### config.mk
export PLATFORM = sky130hd
export DESIGN_NAME = axis_addr_gen_flat
export DESIGN_NICKNAME = d
export VERILOG_FILES = /design/src/rtl/axis_addr_gen_pkg.sv /design/src/rtl/axis_addr_gen_if.sv /design/src/rtl/axis_burst_calc.sv /design/src/rtl/axis_addr_gen.sv /design/src/flat_wrapper.sv
export SDC_FILE = /design/constraint.sdc
export NUM_CORES = 1
export LEC_CHECK = 0
export BUFFER_PORTS_ARGS = -buffer_cell sky130_fd_sc_hd__buf_2
export CORE_UTILIZATION = 30
export CTS_BUF_LIST = sky130_fd_sc_hd__clkbuf_8
export DETAILED_ROUTE_END_ITERATION = 10
export PLACE_DENSITY = 0.58
export SETUP_SLACK_MARGIN = 0.3
export SLEW_MARGIN = 30
export SYNTH_ARGS = -nofsm -noshare
export SYNTH_HDL_FRONTEND = slang
export SYNTH_SLANG_ARGS = --single-unit
### constraint.sdc
create_clock -name clk -period 4.87 [get_ports clk]
set_input_delay 0.7305 -clock clk [delete_from_list [all_inputs] [get_ports clk]]
set_output_delay 0.7305 -clock clk [all_outputs]
set_load 0.005 [all_outputs]
### src/rtl/axis_addr_gen_pkg.sv
// Shared definitions for the axis address generator: one-hot state indices,
// the state type, and small constant-evaluable helpers.
package axis_addr_gen_pkg;

  localparam int ST_IDLE  = 0;
  localparam int ST_CALC  = 1;
  localparam int ST_ISSUE = 2;
  localparam int ST_DONE  = 3;

  typedef enum logic [3:0] {
    IDLE  = 4'(1 << ST_IDLE),
    CALC  = 4'(1 << ST_CALC),
    ISSUE = 4'(1 << ST_ISSUE),
    DONE  = 4'(1 << ST_DONE)
  } state_t;

  // Ceiling log2; exact for the power-of-two parameters this block uses.
  function automatic int log2(input int value);
    int r;
    r = 0;
    for (int i = 0; i < 31; i++) begin
      if ((1 << i) < value) r = i + 1;
    end
    return r;
  endfunction

  function automatic int max_int(input int a, input int b);
    return (a > b) ? a : b;
  endfunction

endpackage

### src/rtl/axis_addr_gen_if.sv
// Command and AXI address-channel bundle for the address generator.
// master = generator side, slave = command source / AXI slave side.
interface axis_addr_gen_if #(
  parameter int CONFIG_DWIDTH  = 32,
  parameter int AXI_ID_WIDTH   = 8,
  parameter int AXI_LEN_WIDTH  = 8,
  parameter int AXI_ADDR_WIDTH = 32
);
  logic [CONFIG_DWIDTH-1:0]  cfg_address;
  logic [CONFIG_DWIDTH-1:0]  cfg_length;
  logic                      cfg_valid;
  logic                      cfg_ready;
  logic                      axi_aready;
  logic [AXI_ID_WIDTH-1:0]   axi_aid;
  logic [AXI_ADDR_WIDTH-1:0] axi_aaddr;
  logic [AXI_LEN_WIDTH-1:0]  axi_alen;
  logic                      axi_avalid;
  logic                      busy;
  logic                      done;

  modport master (
    input  cfg_address, cfg_length, cfg_valid, axi_aready,
    output cfg_ready, axi_aid, axi_aaddr, axi_alen, axi_avalid, busy, done
  );

  modport slave (
    output cfg_address, cfg_length, cfg_valid, axi_aready,
    input  cfg_ready, axi_aid, axi_aaddr, axi_alen, axi_avalid, busy, done
  );
endinterface

### src/rtl/axis_burst_calc.sv
// Next burst length in beats: the smallest of beats remaining, MAX_BURST and
// the beats left before the next BOUNDARY-aligned address.
module axis_burst_calc
  import axis_addr_gen_pkg::*;
#(
  parameter int AXI_ADDR_WIDTH = 32,
  parameter int CNT_WIDTH      = 33,
  parameter int BURST_WIDTH    = 9,
  parameter int MAX_BURST      = 256,
  parameter int BOUNDARY       = 4096,
  parameter int BEAT_BYTES     = 32
) (
  input  logic [AXI_ADDR_WIDTH-1:0] addr,
  input  logic [CNT_WIDTH-1:0]      remaining,
  output logic [BURST_WIDTH-1:0]    burst
);
  localparam int BEAT_LOG = log2(BEAT_BYTES);
  localparam int CMP_W    = max_int(max_int(CNT_WIDTH, log2(BOUNDARY) + 1), BURST_WIDTH);

  logic [AXI_ADDR_WIDTH-1:0] offset;
  logic [CMP_W-1:0]          to_bnd;
  logic [CMP_W-1:0]          room;
  logic [CMP_W-1:0]          cap;

  always_comb begin
    offset = addr & AXI_ADDR_WIDTH'(BOUNDARY - 1);
    to_bnd = CMP_W'(BOUNDARY) - CMP_W'(offset);
    room   = to_bnd >> BEAT_LOG;
    cap    = (room < CMP_W'(MAX_BURST)) ? room : CMP_W'(MAX_BURST);
    burst  = (CMP_W'(remaining) < cap) ? BURST_WIDTH'(remaining) : BURST_WIDTH'(cap);
  end
endmodule

### src/rtl/axis_addr_gen.sv
// Splits a (start address, element count) command into AXI address bursts
// that respect MAX_BURST and never cross a BOUNDARY-aligned address.
//
// state | meaning
// IDLE  | waiting for a command, cfg_ready high
// CALC  | size the next burst, or finish when nothing remains
// ISSUE | hold axi_avalid with address/length until axi_aready
// DONE  | one-cycle done pulse, then back to IDLE
module axis_addr_gen
  import axis_addr_gen_pkg::*;
#(
  parameter int CONFIG_DWIDTH  = 32,
  parameter int WIDTH_RATIO    = 16,
  parameter int AXI_ID_WIDTH   = 8,
  parameter int AXI_LEN_WIDTH  = 8,
  parameter int AXI_ADDR_WIDTH = 32,
  parameter int AXI_DATA_WIDTH = 256,
  parameter int MAX_BURST      = 256,
  parameter int BOUNDARY       = 4096
) (
  input logic              clk,
  input logic              rst,
  axis_addr_gen_if.master  bus
);
  localparam int BEAT_BYTES = AXI_DATA_WIDTH / 8;
  localparam int BEAT_LOG   = log2(BEAT_BYTES);
  localparam int RATIO_LOG  = log2(WIDTH_RATIO);
  localparam int CNT_W      = CONFIG_DWIDTH + 1;
  localparam int BURST_W    = log2(MAX_BURST) + 1;
  localparam logic [AXI_ADDR_WIDTH-1:0] ALIGN_MASK = ~AXI_ADDR_WIDTH'(BEAT_BYTES - 1);

  state_t                    state;
  logic [AXI_ADDR_WIDTH-1:0] addr;
  logic [CNT_W-1:0]          remaining;
  logic [BURST_W-1:0]        burst;
  logic [BURST_W-1:0]        next_burst;
  logic [AXI_ID_WIDTH-1:0]   aid;
  logic [AXI_ADDR_WIDTH-1:0] aaddr;
  logic [AXI_LEN_WIDTH-1:0]  alen;
  logic                      avalid;
  logic                      cfg_ready;
  logic                      busy;
  logic                      done;

  axis_burst_calc #(
    .AXI_ADDR_WIDTH (AXI_ADDR_WIDTH),
    .CNT_WIDTH      (CNT_W),
    .BURST_WIDTH    (BURST_W),
    .MAX_BURST      (MAX_BURST),
    .BOUNDARY       (BOUNDARY),
    .BEAT_BYTES     (BEAT_BYTES)
  ) u_burst_calc (
    .addr      (addr),
    .remaining (remaining),
    .burst     (next_burst)
  );

  always_ff @(posedge clk) begin
    if (rst) begin
      state     <= IDLE;
      addr      <= '0;
      remaining <= '0;
      burst     <= '0;
      aid       <= '0;
      aaddr     <= '0;
      alen      <= '0;
      avalid    <= 1'b0;
      cfg_ready <= 1'b1;
      busy      <= 1'b0;
      done      <= 1'b0;
    end else begin
      case (state)
        IDLE: begin
          if (bus.cfg_valid) begin
            addr      <= AXI_ADDR_WIDTH'(bus.cfg_address) & ALIGN_MASK;
            // One extra bit keeps the round-up sum from overflowing.
            remaining <= (CNT_W'(bus.cfg_length) + CNT_W'(WIDTH_RATIO - 1)) >> RATIO_LOG;
            aid       <= '0;
            cfg_ready <= 1'b0;
            busy      <= 1'b1;
            state     <= CALC;
          end
        end
        CALC: begin
          if (remaining == '0) begin
            done  <= 1'b1;
            state <= DONE;
          end else begin
            burst  <= next_burst;
            aaddr  <= addr;
            alen   <= AXI_LEN_WIDTH'(next_burst - BURST_W'(1));
            avalid <= 1'b1;
            state  <= ISSUE;
          end
        end
        ISSUE: begin
          if (bus.axi_aready) begin
            avalid    <= 1'b0;
            addr      <= addr + (AXI_ADDR_WIDTH'(burst) << BEAT_LOG);
            remaining <= remaining - CNT_W'(burst);
            aid       <= aid + AXI_ID_WIDTH'(1);
            if (remaining == CNT_W'(burst)) begin
              done  <= 1'b1;
              state <= DONE;
            end else begin
              state <= CALC;
            end
          end
        end
        DONE: begin
          done      <= 1'b0;
          busy      <= 1'b0;
          cfg_ready <= 1'b1;
          state     <= IDLE;
        end
        default: begin
          avalid    <= 1'b0;
          done      <= 1'b0;
          busy      <= 1'b0;
          cfg_ready <= 1'b1;
          state     <= IDLE;
        end
      endcase
    end
  end

  assign bus.cfg_ready  = cfg_ready;
  assign bus.axi_aid    = aid;
  assign bus.axi_aaddr  = aaddr;
  assign bus.axi_alen   = alen;
  assign bus.axi_avalid = avalid;
  assign bus.busy       = busy;
  assign bus.done       = done;
endmodule

### src/flat_wrapper.sv
// flat-port wrapper written by rule: the top's interface ports become plain ports
module axis_addr_gen_flat import axis_addr_gen_pkg::*;
#(
  parameter int CONFIG_DWIDTH  = 32,
  parameter int WIDTH_RATIO    = 16,
  parameter int AXI_ID_WIDTH   = 8,
  parameter int AXI_LEN_WIDTH  = 8,
  parameter int AXI_ADDR_WIDTH = 32,
  parameter int AXI_DATA_WIDTH = 256,
  parameter int MAX_BURST      = 256,
  parameter int BOUNDARY       = 4096
)
  (clk, rst, bus_cfg_address, bus_cfg_length, bus_cfg_valid, bus_axi_aready, bus_cfg_ready, bus_axi_aid, bus_axi_aaddr, bus_axi_alen, bus_axi_avalid, bus_busy, bus_done);
  axis_addr_gen_if #(.CONFIG_DWIDTH(CONFIG_DWIDTH), .AXI_ID_WIDTH(AXI_ID_WIDTH), .AXI_LEN_WIDTH(AXI_LEN_WIDTH), .AXI_ADDR_WIDTH(AXI_ADDR_WIDTH)) bus_i ();
  input logic clk;
  input logic rst;
  input wire logic [$bits(bus_i.cfg_address)-1:0] bus_cfg_address;
  input wire logic [$bits(bus_i.cfg_length)-1:0] bus_cfg_length;
  input wire logic [$bits(bus_i.cfg_valid)-1:0] bus_cfg_valid;
  input wire logic [$bits(bus_i.axi_aready)-1:0] bus_axi_aready;
  output wire logic [$bits(bus_i.cfg_ready)-1:0] bus_cfg_ready;
  output wire logic [$bits(bus_i.axi_aid)-1:0] bus_axi_aid;
  output wire logic [$bits(bus_i.axi_aaddr)-1:0] bus_axi_aaddr;
  output wire logic [$bits(bus_i.axi_alen)-1:0] bus_axi_alen;
  output wire logic [$bits(bus_i.axi_avalid)-1:0] bus_axi_avalid;
  output wire logic [$bits(bus_i.busy)-1:0] bus_busy;
  output wire logic [$bits(bus_i.done)-1:0] bus_done;
  assign bus_i.cfg_address = bus_cfg_address;
  assign bus_i.cfg_length = bus_cfg_length;
  assign bus_i.cfg_valid = bus_cfg_valid;
  assign bus_i.axi_aready = bus_axi_aready;
  assign bus_cfg_ready = bus_i.cfg_ready;
  assign bus_axi_aid = bus_i.axi_aid;
  assign bus_axi_aaddr = bus_i.axi_aaddr;
  assign bus_axi_alen = bus_i.axi_alen;
  assign bus_axi_avalid = bus_i.axi_avalid;
  assign bus_busy = bus_i.busy;
  assign bus_done = bus_i.done;
  axis_addr_gen #(.CONFIG_DWIDTH(CONFIG_DWIDTH), .WIDTH_RATIO(WIDTH_RATIO), .AXI_ID_WIDTH(AXI_ID_WIDTH), .AXI_LEN_WIDTH(AXI_LEN_WIDTH), .AXI_ADDR_WIDTH(AXI_ADDR_WIDTH), .AXI_DATA_WIDTH(AXI_DATA_WIDTH), .MAX_BURST(MAX_BURST), .BOUNDARY(BOUNDARY)) u_core (.clk(clk), .rst(rst), .bus(bus_i));
endmodule
After elaboration in Yosys (flattened, before gate mapping)
Index checks and enable logic that the tools add are counted.
- input port bits: 68
- register bits after elaboration: 130
- word-level logic and storage cells: 70
- output and inout bits: 52
- equality and inequality tests: 10
- bitwise gates (word level): 4
- magnitude comparators: 2
- add/subtract/negate cells: 6
- reductions and logical operators: 10
- multiplexer cells: 27
- operators with widths (operator ; number):
    $mux W33 ; 2
    $pmux W33 S2 ; 1
    $mux W32 ; 2
    $pmux W32 S2 ; 1
    $add A32 B4 Y33 const B ; 1
    $eq A33 B9 Y1 ; 1
    $logic_not A33 Y1 ; 1
    $lt A33 B33 Y1 ; 1
    $sub A33 B9 Y33 ; 1
    $add A32 B14 Y32 ; 1
    $lt A28 B9 Y1 const B ; 1
    $mux W28 ; 1
    $mux W4 ; 4
    $mux W8 ; 2
    $pmux W8 S2 ; 1
    $sub A13 B12 Y14 const A ; 1
    $pmux W4 S3 ; 1
    $mux W9 ; 1
    $add A8 B1 Y8 const B ; 1
    $sub A8 B1 Y8 const B ; 1
    $mux W1 ; 7
    $ne A2 B2 Y1 const B ; 3
    $pmux W1 S3 ; 2
    $reduce_and A2 Y1 ; 3
    11 further kinds ; 18

Logic depth before layout (Yosys ltp)
- depth after elaboration: 6
- mapped depth: 18

By module
From an unflattened synthesis, not the netlist that was laid out.
- cell total of the unflattened synthesis: 986
- area total of the unflattened synthesis: 7629.8 sq um
- by module, submodules not included (module ; area each (sq um) ; instances ; sequential area each (sq um) ; cells an instance):
    axis_addr_gen ; 7125.6 ; 1 ; 2402.3 ; 923
    axis_burst_calc ; 504.2 ; 1 ; 0.0 ; 63

Least setup slack after synthesis
Ideal clock, no wire load.
- path kind: flip-flop to flip-flop
- start point: register u_core.addr[5]
- end point: register u_core.alen[4] (netlist: u_core.bus.axi_alen[4])
- clock period less this slack: 3669 ps
- path slack: 1201 ps
- required time: 4799 ps
- library setup time: 71 ps
- stages on the path, launching flop included: 19
- arrival: 3598 ps
- path through: dfxtp_1 inv_1 ha_1 nand3_1 xor2_1 inv_1 ha_1 and4b_1 a221o_1 a21oi_1 nand2_4 buf_2 a21oi_1 ha_1 nand2_1 or3_1 nand3_1 o211ai_1 a21oi_1
- cells in the longest elaborated chain, start to end: 6
- RTL lines (what ; RTL line ; text):
    start, declared ; axis_addr_gen.sv:33 ; logic [AXI_ADDR_WIDTH-1:0] addr;
    start signal, assigned ; axis_addr_gen.sv:75 ; addr <= AXI_ADDR_WIDTH'(bus.cfg_address) & ALIGN_MASK;
    start signal, assigned ; axis_addr_gen.sv:99 ; addr <= addr + (AXI_ADDR_WIDTH'(burst) << BEAT_LOG);
    $sub A13 B12 Y14 * ; axis_burst_calc.sv:27 ; to_bnd = CMP_W'(BOUNDARY) - CMP_W'(offset);
    $lt A28 B9 Y1 ; axis_burst_calc.sv:29 ; cap = (room < CMP_W'(MAX_BURST)) ? room : CMP_W'(MAX_BURST);
    $mux W28 * ; axis_burst_calc.sv:29 ;
    $lt A33 B33 Y1 ; axis_burst_calc.sv:30 ; burst = (CMP_W'(remaining) < cap) ? BURST_WIDTH'(remaining) : BURST_WIDTH'(cap);
    $mux W9 * ; axis_burst_calc.sv:30 ;
    $sub A8 B1 Y8 * ; axis_addr_gen.sv:91 ; alen <= AXI_LEN_WIDTH'(next_burst - BURST_W'(1));
    end signal, assigned ; axis_addr_gen.sv:91 ;
    end, declared ; axis_addr_gen.sv:39 ; logic [AXI_LEN_WIDTH-1:0] alen;
Every way passes the cells marked *; elsewhere a longest branch is shown, timed or not.
A chain may end at the register's enable or synchronous reset.

Final worst setup path
Ends and elaborated chain as after synthesis.

==> reports/qor.csv <==
metric,value,unit
drtAntennaViolNets,0,
p_clk_frac,0.190,
slowest_delay,480,ps
cts_sinks,120,
hold_depth,2,
critPathMaxFanout,17,
drt_first_iter_violations,627,
power,4.80,mW
vias,7367,
area_growth_syn_to_layout,16.4,%
die_h,159,um
p_switching,2.22,mW
cpLargestDelayFamily,simple AND/OR/NAND/NOR gates,
tns,0,ps
relSlewSlack,0.390,
synth_ff_type,dfxtp_1,
dp_slack,740,ps
grt_pass1_vias,6938,
grtUsageTotal,0.178,
r2r_end,u_core.bus.axi_alen[4],
core_area,24300,um2
critical_path_required,5240,ps
cts_tree,built,
hpwlAfterDp,15.9,mm
start_util,0.306,
drive_above_1_share,0.164,
clk_pin_slew,70,ps
hold_path.class,flip-flop to flip-flop,
power-per-cell-area,554,nW/um2
die_x,159,um
slowest_stage,dfxtp_1,
ys_ff_latch,120,
seq_power_share,0.298,
criticalPathCategory,flip-flop to flip-flop,
io_pins,120,
p_sw_frac,0.463,
synth.distinct_cells,68,
max-cap-violations,0,
timing.fmax,246,MHz
fin_nets,1156,
path_cells,inv_1 -> ha_1 -> nand3_1 -> xor2_1 -> inv_1 -> ha_1 -> and4b_1 -> a221o_1 -> a21oi_2 -> nand2_4 -> mux2i_1 -> ha_1 -> nand2_1 -> or3_1 -> nand3_1 -> o211ai_1 -> a21oi_1,
rsz0062_at_grt,false,
status,completed,
worst_slew_pin_slew,911,ps
dr.pass1.iters,5,
cts_buffer_depth,2,
setup_violations,0,
numCtsBuffers,17,
start_kind,flip-flop,
root_buffer,clkbuf_8,
avgSynthCellArea,7.66,um2
htree_levels,4,
p_leak,3.37,nW
grt_max_degree,62,
std_cell_rows,57,
syn_area,7430,um2
routed_wl,22.4,mm
combPwrFrac,0.512,
layout_setup_ws,810,ps
postCtsSetupBuffers,0,
drv_slew,0,
reg2reg_depth,17,
min_to,u_core.bus.busy,
n_antenna_cell,0,
post-route-drc-count,0,
antenna_found_initial,0,
viasPerCell,5.28,
clock_latency,460,ps
r2r-start,u_core.addr[5],
gp_congestion,0.865,
yosysSeqAreaShare,0.323,
dieArea,25400,um2
synthCells,971,
period_share,0.834,
ff2ff_setup_slack,810,ps
fin_skew,20.2,ps
port_buffers,109,
utilization,0.356,
final.min_clock_period,4060,ps
vdd_drop_max,0.191,mV
async_flop_share,0,
final_cell_mix,"nand2_1, dfxtp_1, buf_2",
yosys_warnings,0,
final_common_cell,nand2_1,
hp-start,u_core.bus.busy,
grt_pass1_wl,36.4,mm
p_int,2.58,mW
arrival,4430,ps
critPathMostFrequentCell,ha_1,
hold_viol_final,0,
grt_overflow_total,0,
synth_edf_count,0,
endpoint_kind,flip-flop,
avgRoutedWirePerCell,16.1,um
crit_buf_inv,2,
-- cells by family (layout without fill, tap and decap cells) --
family	after synthesis	in the layout	share of synthesized area
buf+inv	91	186	0.0512
compound gates	240	240	0.213
mux	16	16	0.0237
xor+xnor	56	56	0.0660
simple gates	416	416	0.269
flops	120	120	0.323
other cells	1	5	0.000504
fa+ha+maj	31	31	0.0542
-- synthesized netlist by cell type, types with 15 or more instances --
cell | instances | share of area
ha_1 | 29 | 0.049
nor3_1 | 32 | 0.022
inv_1 | 32 | 0.016
o21ai_0 | 34 | 0.023
clkbuf_1 | 45 | 0.023
dfxtp_1 | 120 | 0.32
nand3_1 | 29 | 0.020
a211oi_1 | 18 | 0.018
nor2_1 | 91 | 0.046
nand2_1 | 149 | 0.075
xor2_1 | 23 | 0.027
a31oi_1 | 18 | 0.015
nor4_1 | 17 | 0.014
o211ai_1 | 15 | 0.015
and3_1 | 15 | 0.013
a21oi_1 | 73 | 0.049
nand4_1 | 16 | 0.013
xnor2_1 | 33 | 0.039
-- flip-flops by register name, indices dropped and copies added, names as in the netlist --
signal	cells
u_core.remaining	33
u_core.bus.axi_aaddr	27
u_core.bus.axi_alen	8
u_core.bus.axi_aid	8
u_core.bus.done	1
u_core.bus.cfg_ready	1
u_core.addr	27
u_core.burst	9
u_core.bus.axi_avalid	1
u_core.bus.busy	1
u_core.state	4
-- how the worst max path moves through the flow --
| stage | startpoint | endpoint | slack (ps) | depth (start not counted) |
|---|---|---|---|---|
| 2_1_floorplan | u_core.addr[5] | u_core.bus.axi_alen[4] | 1200 | 18 |
| 3_3_place_gp | u_core.addr[5] | u_core.bus.axi_alen[4] | 820 | 17 |
| 3_5_place_dp | u_core.addr[5] | u_core.bus.axi_alen[4] | 740 | 17 |
| 4_1_cts | u_core.addr[5] | u_core.bus.axi_alen[4] | 700 | 17 |
| 5_1_grt | u_core.addr[5] | u_core.bus.axi_alen[4] | 440 | 17 |
| 6_report | u_core.addr[5] | u_core.bus.axi_alen[4] | 810 | 17 |
-- layer usage --
layer	share of wire	vias up	global-route usage
li1	-	3672	-
met1	0.48	3430	0.249
met2	0.45	242	0.281
met3	0.058	23	0.0297
met4	0.012	0	0.0524
met5	0	-	0
-- per-stage QoR --
stage	hold WS (ps)	instances	cell area (um2)
floorplan	440	975	7450
global placement	433	1362	8250
detailed placement	441	1362	8250
CTS	453	1394	8640
global route	474	1394	8650
finish	450	1394	8650
-- layout make-up --
cell class / count / area [um2]
timing repair buffer: 122 / 646
inverter: 32 / 120
fill: 2635 / 15700
sequential: 120 / 2400
clock buffer: 17 / 234
clock inverter: 15 / 155
tap: 324 / 405
multi-input combinational: 764 / 4690
-- timing repair --
action                     CTS  global route
setup endpoints to repair    0             1
hold buffers                 0             0
resized for setup            0             1
-- worst register-to-register path, cell delays in order, from the launching register on --
cell	delay [ps]
dfxtp_1	480
inv_1	140
ha_1	260
nand3_1	90
xor2_1	340
inv_1	90
ha_1	290
and4b_1	200
a221o_1	330
a21oi_2	210
nand2_4	200
mux2i_1	340
ha_1	270
nand2_1	90
or3_1	320
nand3_1	90
o211ai_1	110
a21oi_1	160
-- power by group through the flow --
stage / clock network [mW] / registers [mW] / logic [mW]
2_1_floorplan: 0 / 1.37 / 1.85
3_3_place_gp: 0 / 1.44 / 2.41
3_5_place_dp: 0 / 1.45 / 2.43
4_1_cts: 0.931 / 1.42 / 2.45
5_1_grt: 0.977 / 1.46 / 2.74
6_report: 0.910 / 1.43 / 2.46
(Power assumes the default switching activity.)
